--- src/rtl/vend_pkg.sv ---
`default_nettype none
// ============================================================================
// Module   : vend_pkg
// Purpose  : Shared types and constants for the vending dispenser: FSM state
//            encoding, coin denomination codes and the code-to-value mapping.
// Revision : 1.0 - initial release
// ============================================================================
package vend_pkg;

    // Product-type width, shared with the sale-side logic
    localparam int c_type_w = 3;

    // Coin denomination codes as driven on coin_code
    localparam logic [1:0] COIN_1  = 2'd0;
    localparam logic [1:0] COIN_5  = 2'd1;
    localparam logic [1:0] COIN_10 = 2'd2;
    localparam logic [1:0] COIN_20 = 2'd3;

    // Dispenser sequencing states
    typedef enum logic [2:0] {
        IDLE = 3'd0,
        ITEM = 3'd1,
        GAP  = 3'd2,
        COIN = 3'd3,
        DONE = 3'd4,
        JAM  = 3'd5
    } state_t;

    // Money value of a coin code
    function automatic logic [6:0] coin_value(input logic [1:0] code);
        logic [6:0] value;
        case (code)
            COIN_1:  value = 7'd1;
            COIN_5:  value = 7'd5;
            COIN_10: value = 7'd10;
            default: value = 7'd20;
        endcase
        return value;
    endfunction

endpackage
`default_nettype wire

--- src/rtl/vend_dispenser_change_picker.sv ---
`default_nettype none
// ============================================================================
// Module   : change_picker
// Purpose  : Greedy coin selection: largest denomination not exceeding the
//            remaining change. Purely combinational.
// Revision : 1.0 - initial release
// ============================================================================
module change_picker
    import vend_pkg::*;
(
    input  logic [6:0] change,
    output logic [1:0] code,
    output logic [6:0] value
);

    // Pick the largest coin that fits; a zero remainder maps to the 1-unit
    // code, which is harmless because no coin is requested then.
    always_comb begin
        code = COIN_1;
        if (change >= 7'd20) begin
            code = COIN_20;
        end else if (change >= 7'd10) begin
            code = COIN_10;
        end else if (change >= 7'd5) begin
            code = COIN_5;
        end
        value = coin_value(code);
    end

endmodule
`default_nettype wire

--- src/rtl/vend_dispenser.sv ---
`default_nettype none
// ============================================================================
// Module   : vend_dispenser
// Purpose  : Delivery side of the vending machine. Accepts one sale record,
//            releases items one at a time over item_req/item_ack, pays change
//            greedily over coin_req/coin_ack, then pulses done. A missing
//            acknowledge within TIMEOUT_CYCLES parks the block in a sticky
//            jam state until reset.
// Revision : 1.0 - initial release
// ============================================================================
module vend_dispenser
    import vend_pkg::*;
#(
    parameter int unsigned TIMEOUT_CYCLES = 16,  // 2..255
    parameter int unsigned GAP_CYCLES     = 2    // 0..256
) (
    input  logic                clk,
    input  logic                rst,
    input  logic                sale_valid,
    output logic                sale_ready,
    input  logic [c_type_w-1:0] sale_type,
    input  logic [3:0]          sale_amount,
    input  logic [6:0]          sale_change,
    output logic                item_req,
    output logic [c_type_w-1:0] item_type,
    input  logic                item_ack,
    output logic                coin_req,
    output logic [1:0]          coin_code,
    input  logic                coin_ack,
    output logic                busy,
    output logic                done,
    output logic                error
);

    // Last timer value before a request is declared jammed, and last gap count
    localparam logic [7:0] c_timeout_last = 8'(TIMEOUT_CYCLES - 1);
    localparam logic [7:0] c_gap_last     = (GAP_CYCLES > 0) ? 8'(GAP_CYCLES - 1) : 8'd0;

    state_t              r_state;
    logic [c_type_w-1:0] r_type;
    logic [3:0]          r_items;
    logic [6:0]          r_change;
    logic [7:0]          r_timer;
    logic                r_sale_ready;
    logic                r_item_req;
    logic                r_coin_req;
    logic                r_busy;
    logic                r_done;
    logic                r_error;

    logic [1:0]          w_pick_code;
    logic [6:0]          w_pick_value;
    logic [3:0]          w_items_left;
    logic [6:0]          w_change_left;
    logic                w_timer_expired;

    change_picker u_change_picker (
        .change (r_change),
        .code   (w_pick_code),
        .value  (w_pick_value)
    );

    // The greedy pick never exceeds the remainder, so this cannot underflow
    assign w_change_left   = r_change - w_pick_value;
    assign w_items_left    = r_items - 4'd1;
    assign w_timer_expired = (r_timer == c_timeout_last);

    // Sequencer: state, latched sale record, handshake timer and outputs
    always_ff @(posedge clk) begin
        if (rst) begin
            r_state      <= IDLE;
            r_type       <= '0;
            r_items      <= '0;
            r_change     <= '0;
            r_timer      <= '0;
            r_sale_ready <= 1'b0;
            r_item_req   <= 1'b0;
            r_coin_req   <= 1'b0;
            r_busy       <= 1'b0;
            r_done       <= 1'b0;
            r_error      <= 1'b0;
        end else begin
            r_done <= 1'b0;
            case (r_state)
                IDLE: begin
                    if (r_sale_ready && sale_valid) begin
                        r_type       <= sale_type;
                        r_items      <= sale_amount;
                        r_change     <= sale_change;
                        r_timer      <= '0;
                        r_sale_ready <= 1'b0;
                        r_busy       <= 1'b1;
                        if (sale_amount != 4'd0) begin
                            r_state    <= ITEM;
                            r_item_req <= 1'b1;
                        end else if (sale_change != 7'd0) begin
                            r_state    <= COIN;
                            r_coin_req <= 1'b1;
                        end else begin
                            r_state <= DONE;
                            r_done  <= 1'b1;
                        end
                    end else begin
                        r_sale_ready <= 1'b1;
                    end
                end

                ITEM: begin
                    if (!r_item_req) begin
                        // Single low cycle between back-to-back items
                        r_item_req <= 1'b1;
                    end else if (item_ack) begin
                        r_items    <= w_items_left;
                        r_timer    <= '0;
                        r_item_req <= 1'b0;
                        if (w_items_left != 4'd0) begin
                            if (GAP_CYCLES > 0) begin
                                r_state <= GAP;
                            end
                        end else if (r_change != 7'd0) begin
                            r_state    <= COIN;
                            r_coin_req <= 1'b1;
                        end else begin
                            r_state <= DONE;
                            r_done  <= 1'b1;
                        end
                    end else if (w_timer_expired) begin
                        r_state    <= JAM;
                        r_item_req <= 1'b0;
                        r_busy     <= 1'b0;
                        r_error    <= 1'b1;
                    end else begin
                        r_timer <= r_timer + 8'd1;
                    end
                end

                GAP: begin
                    if (r_timer == c_gap_last) begin
                        r_state    <= ITEM;
                        r_item_req <= 1'b1;
                        r_timer    <= '0;
                    end else begin
                        r_timer <= r_timer + 8'd1;
                    end
                end

                COIN: begin
                    if (coin_ack) begin
                        r_change <= w_change_left;
                        r_timer  <= '0;
                        if (w_change_left == 7'd0) begin
                            r_state    <= DONE;
                            r_coin_req <= 1'b0;
                            r_done     <= 1'b1;
                        end
                    end else if (w_timer_expired) begin
                        r_state    <= JAM;
                        r_coin_req <= 1'b0;
                        r_busy     <= 1'b0;
                        r_error    <= 1'b1;
                    end else begin
                        r_timer <= r_timer + 8'd1;
                    end
                end

                DONE: begin
                    r_state      <= IDLE;
                    r_busy       <= 1'b0;
                    r_sale_ready <= 1'b1;
                end

                JAM: begin
                    // Sticky until reset; sale record stays frozen for inspection
                    r_state <= JAM;
                end

                default: begin
                    r_state <= IDLE;
                end
            endcase
        end
    end

    assign sale_ready = r_sale_ready;
    assign item_req   = r_item_req;
    assign item_type  = r_item_req ? r_type : '0;
    assign coin_req   = r_coin_req;
    assign coin_code  = r_coin_req ? w_pick_code : 2'd0;
    assign busy       = r_busy;
    assign done       = r_done;
    assign error      = r_error;

endmodule
`default_nettype wire

--- config.mk ---
export PLATFORM = sky130hd
export DESIGN_NAME = vend_dispenser
export DESIGN_NICKNAME = d
export VERILOG_FILES = /design/src/rtl/vend_pkg.sv /design/src/rtl/vend_dispenser_change_picker.sv /design/src/rtl/vend_dispenser.sv
export SDC_FILE = /design/constraint.sdc
export NUM_CORES = 1
export LEC_CHECK = 0
export BUFFER_PORTS_ARGS = -buffer_cell sky130_fd_sc_hd__buf_2
export CAP_MARGIN = 5
export CORE_ASPECT_RATIO = 0.75
export CORE_MARGIN = 1
export CORE_UTILIZATION = 31
export DETAILED_ROUTE_END_ITERATION = 7
export PLACE_DENSITY_LB_ADDON = 0.1
export REMOVE_ABC_BUFFERS = 1
export SYNTH_ARGS = -nofsm -noshare
export SYNTH_HDL_FRONTEND = slang
export SYNTH_SLANG_ARGS = --single-unit
--- constraint.sdc ---
create_clock -name clk -period 5.5 [get_ports clk]
set_input_delay 0.55 -clock clk [delete_from_list [all_inputs] [get_ports clk]]
set_output_delay 0.55 -clock clk [all_outputs]
set_load 0.01 [all_outputs]
==> flow_summary.toml <==
[die]
io-pin-count = 30
floorplan.core_area_um2 = 6860
die_w_um = 99.5
fp.dieArea_um2 = 7470
initial_core_util_pct = 32.2
chipHeight_um = 75.1
floorplan.rows = 26

[sta]
min_period_ns = 2.89
maxSlewViolCount = 0
finalHoldViolations = 0
max_slew_headroom_pct = 44.1
finalSetupTns_ns = 0
setup_ws_ns = 2.61
fin_worst_skew_ns = 0.00711
period_share_pct = 52.5
setup_repair_after_global_routing_missed_its_margin = "no"
setup_violations = 0
tightest_slew_ns = 0.835
max_freq_ghz = 0.346

[detailed_routing]
detailedRoute.firstPassIterationCount = 4
routed_wirelength_um = 5910
drt_drc_violations_left = 0
1st_iter_drt_viols = 131
detail_route.wl_per_cell_um = 14.3
mean_number_of_vias_per_cell = 5.21
num_vias = 2153
ant_nets = 0

[power_and_ir_drop]
largest_voltage_drop_on_the_vdd_net_mv = 0.0936
power.leakage_uw = 0.000970
post-layout-total-power_uw = 769
power.density_cell_area_nw_per_um2 = 307

[logic_synthesis]
synthesis.yosys.warnings = 0
synth_ff_type = "dfxtp_1"
number_of_synthesized_flops_with_an_enable_pin = 0
syn_inst = 291
syn-cell-area_um2 = 2210
synth.avg_cell_area_um2 = 7.59
synth_seq_cells = 31
synthArstFlopShare_pct = 0
seq_area_frac_synth_pct = 28.1
synth.lib_cells_used.distinct = 56

[critical_path]
crit_type = "reg -> reg"
cp_data_arrival_time_ns = 3.07
worst_ep_required_time_ns = 5.68
reg2regPathDepth = 12
cp-start-kind = "flop"
timing.critical_path.fanout_max = 5
critPathCaptureType = "flop"

[layout]
most_common_cell_after_layout_fill_and_taps_aside = "nor2_1"
final_cell_mix = "nor2_1, dfxtp_1, buf_2, nand2_1, a21oi_1"
syn2layout_area_growth_pct = 13.5
antenna_diodes = 0
finalNetCount = 343
drive_above_1_share_pct = 15.9

[cts]
htree_num_levels = 2
cts_tree = "built"
clkTransAtPathRegs_ns = 0.07
cts_inserted_buffers = 5
clk_root_buffer_cell = "clkbuf_8"
cts_sink_cnt = 31
cts_post_setup_buffers_inserted = 0
postCtsHoldBufs = 0
clk-insertion-delay-late_ns = 0.29
clockBufferDepth = 2
cts_resized = 0

[grt]
grt_pass1_wl_um = 9750
globalRouteTotalUtil_pct = 16.8
first_global_vias = 1896
grt_overflow = 0
number_of_antenna_violations_at_the_first_check_in_global_routing = 0
pin_count_of_the_biggest_net_entering_global_routing = 31

[placement]
placement.io_buffers = 29
post_detailed_placement_half_perimeter_wirelength_um = 4350
dp_slack_ns = 2.65
gp_congestion = 0.784

[worst_hold_path]
class_of_the_tightest_hold_or_removal_check = "reg -> reg"
min_path_cells = 2

[run]
timing.max_cap.violations = 0

[outcome]
status = "completed"
[power by group]
part	leakage [uW]	switching, uW	internal [uW]	total [uW]
logic	0.000666	168	115	283
registers	0.000252	32.4	244	277
clock network	0.0000515	94.7	114	209
[critical path: stages (launching register included)]
cell and delay [ns]:
dfxtp_1 0.36, nor2_1 0.14, nor2_1 0.05, a211oi_1 0.23, nor2_1 0.06, nor3_1 0.23
ha_1 0.34, a21oi_1 0.25, a21boi_2 0.09, nor4_1 0.18, a311o_1 0.22, a311o_1 0.29
nor4bb_1 0.33
[cells in the mapped netlist (all sizes together), types with 2 or more instances]
cell type / count / area (um^2)
a21o: 4 / 30.0
a211oi: 11 / 87.6
nor3: 22 / 136
a311oi: 2 / 23.8
a22oi: 2 / 15.0
and2: 5 / 31.3
mux2i: 5 / 50.1
ha: 9 / 113
nand3b: 8 / 60.1
xnor2: 3 / 26.3
nor4: 4 / 31.3
a211o: 3 / 26.3
nand3: 7 / 35.0
and3: 8 / 50.1
nor3b: 2 / 15.0
a311o: 2 / 20.0
a21oi: 20 / 104
a32oi: 2 / 25.0
buf: 5 / 37.5
o41ai: 2 / 25.0
o21ai: 17 / 85.1
inv: 14 / 52.6
nand2: 27 / 101
a31oi: 5 / 31.3
clkbuf: 8 / 32.5
dfxtp: 31 / 621
nand2b: 3 / 18.8
nor2: 41 / 154
nor2b: 2 / 12.5
[flip-flops by register name (all words and copies together) (netlist names)]
name	count
coin_req	1
done	1
busy	1
r_items	4
error	1
r_state	3
sale_ready	1
r_type	3
r_change	7
r_timer	8
item_req	1
[cell families after synthesis]
logic type               share of synthesized area (%)
adder cells (fa/ha/maj)                           6.00
AND/OR/NAND/NOR                                   31.0
buffers and inverters                             5.72
flip-flops                                        28.1
multiplexers                                      2.27
AO/OA/AOI/OAI                                     25.4
XOR/XNOR                                          1.59
[path summary, 6_finish.rpt]
kind                endpoint  slack [ns]        start
setup / recovery  r_state[2]        2.61  r_change[1]
hold / removal         error        0.49        error
setup reg to reg  r_state[2]        2.61  r_change[1]
hold reg to reg        error        0.49        error
[final cells by class]
cell class,count,area [um^2]
clock buffers,8,100
fillers,731,4360
inverters,15,56.3
multi-input cells,232,1460
flip-flops and latches,31,621
well taps,98,123
repair buffers,29,145
[routing by layer]
| layer | share of wire [%] | up-vias | global-route usage [%] |
|---|---|---|---|
| met5 | 0 | - | 0 |
| met1 | 57 | 985 | 25.8 |
| met3 | 4.7 | 4 | 4.46 |
| li1 | - | 1106 | - |
| met4 | 0.63 | 0 | 2.94 |
| met2 | 37 | 58 | 23.3 |
[through the flow]
stage                     hold WS, ns  util, %  std cells  cell area (um^2)
after CTS                       0.489     36.5        413              2510
final                           0.490     36.5        413              2510
after detailed placement        0.478     35.1        405              2410
after global routing            0.509     36.5        413              2510
after floorplan                 0.444        -        278              2140
after global placement          0.469     35.1        405              2410
No activity file was read; power rests on OpenSTA's default activity.
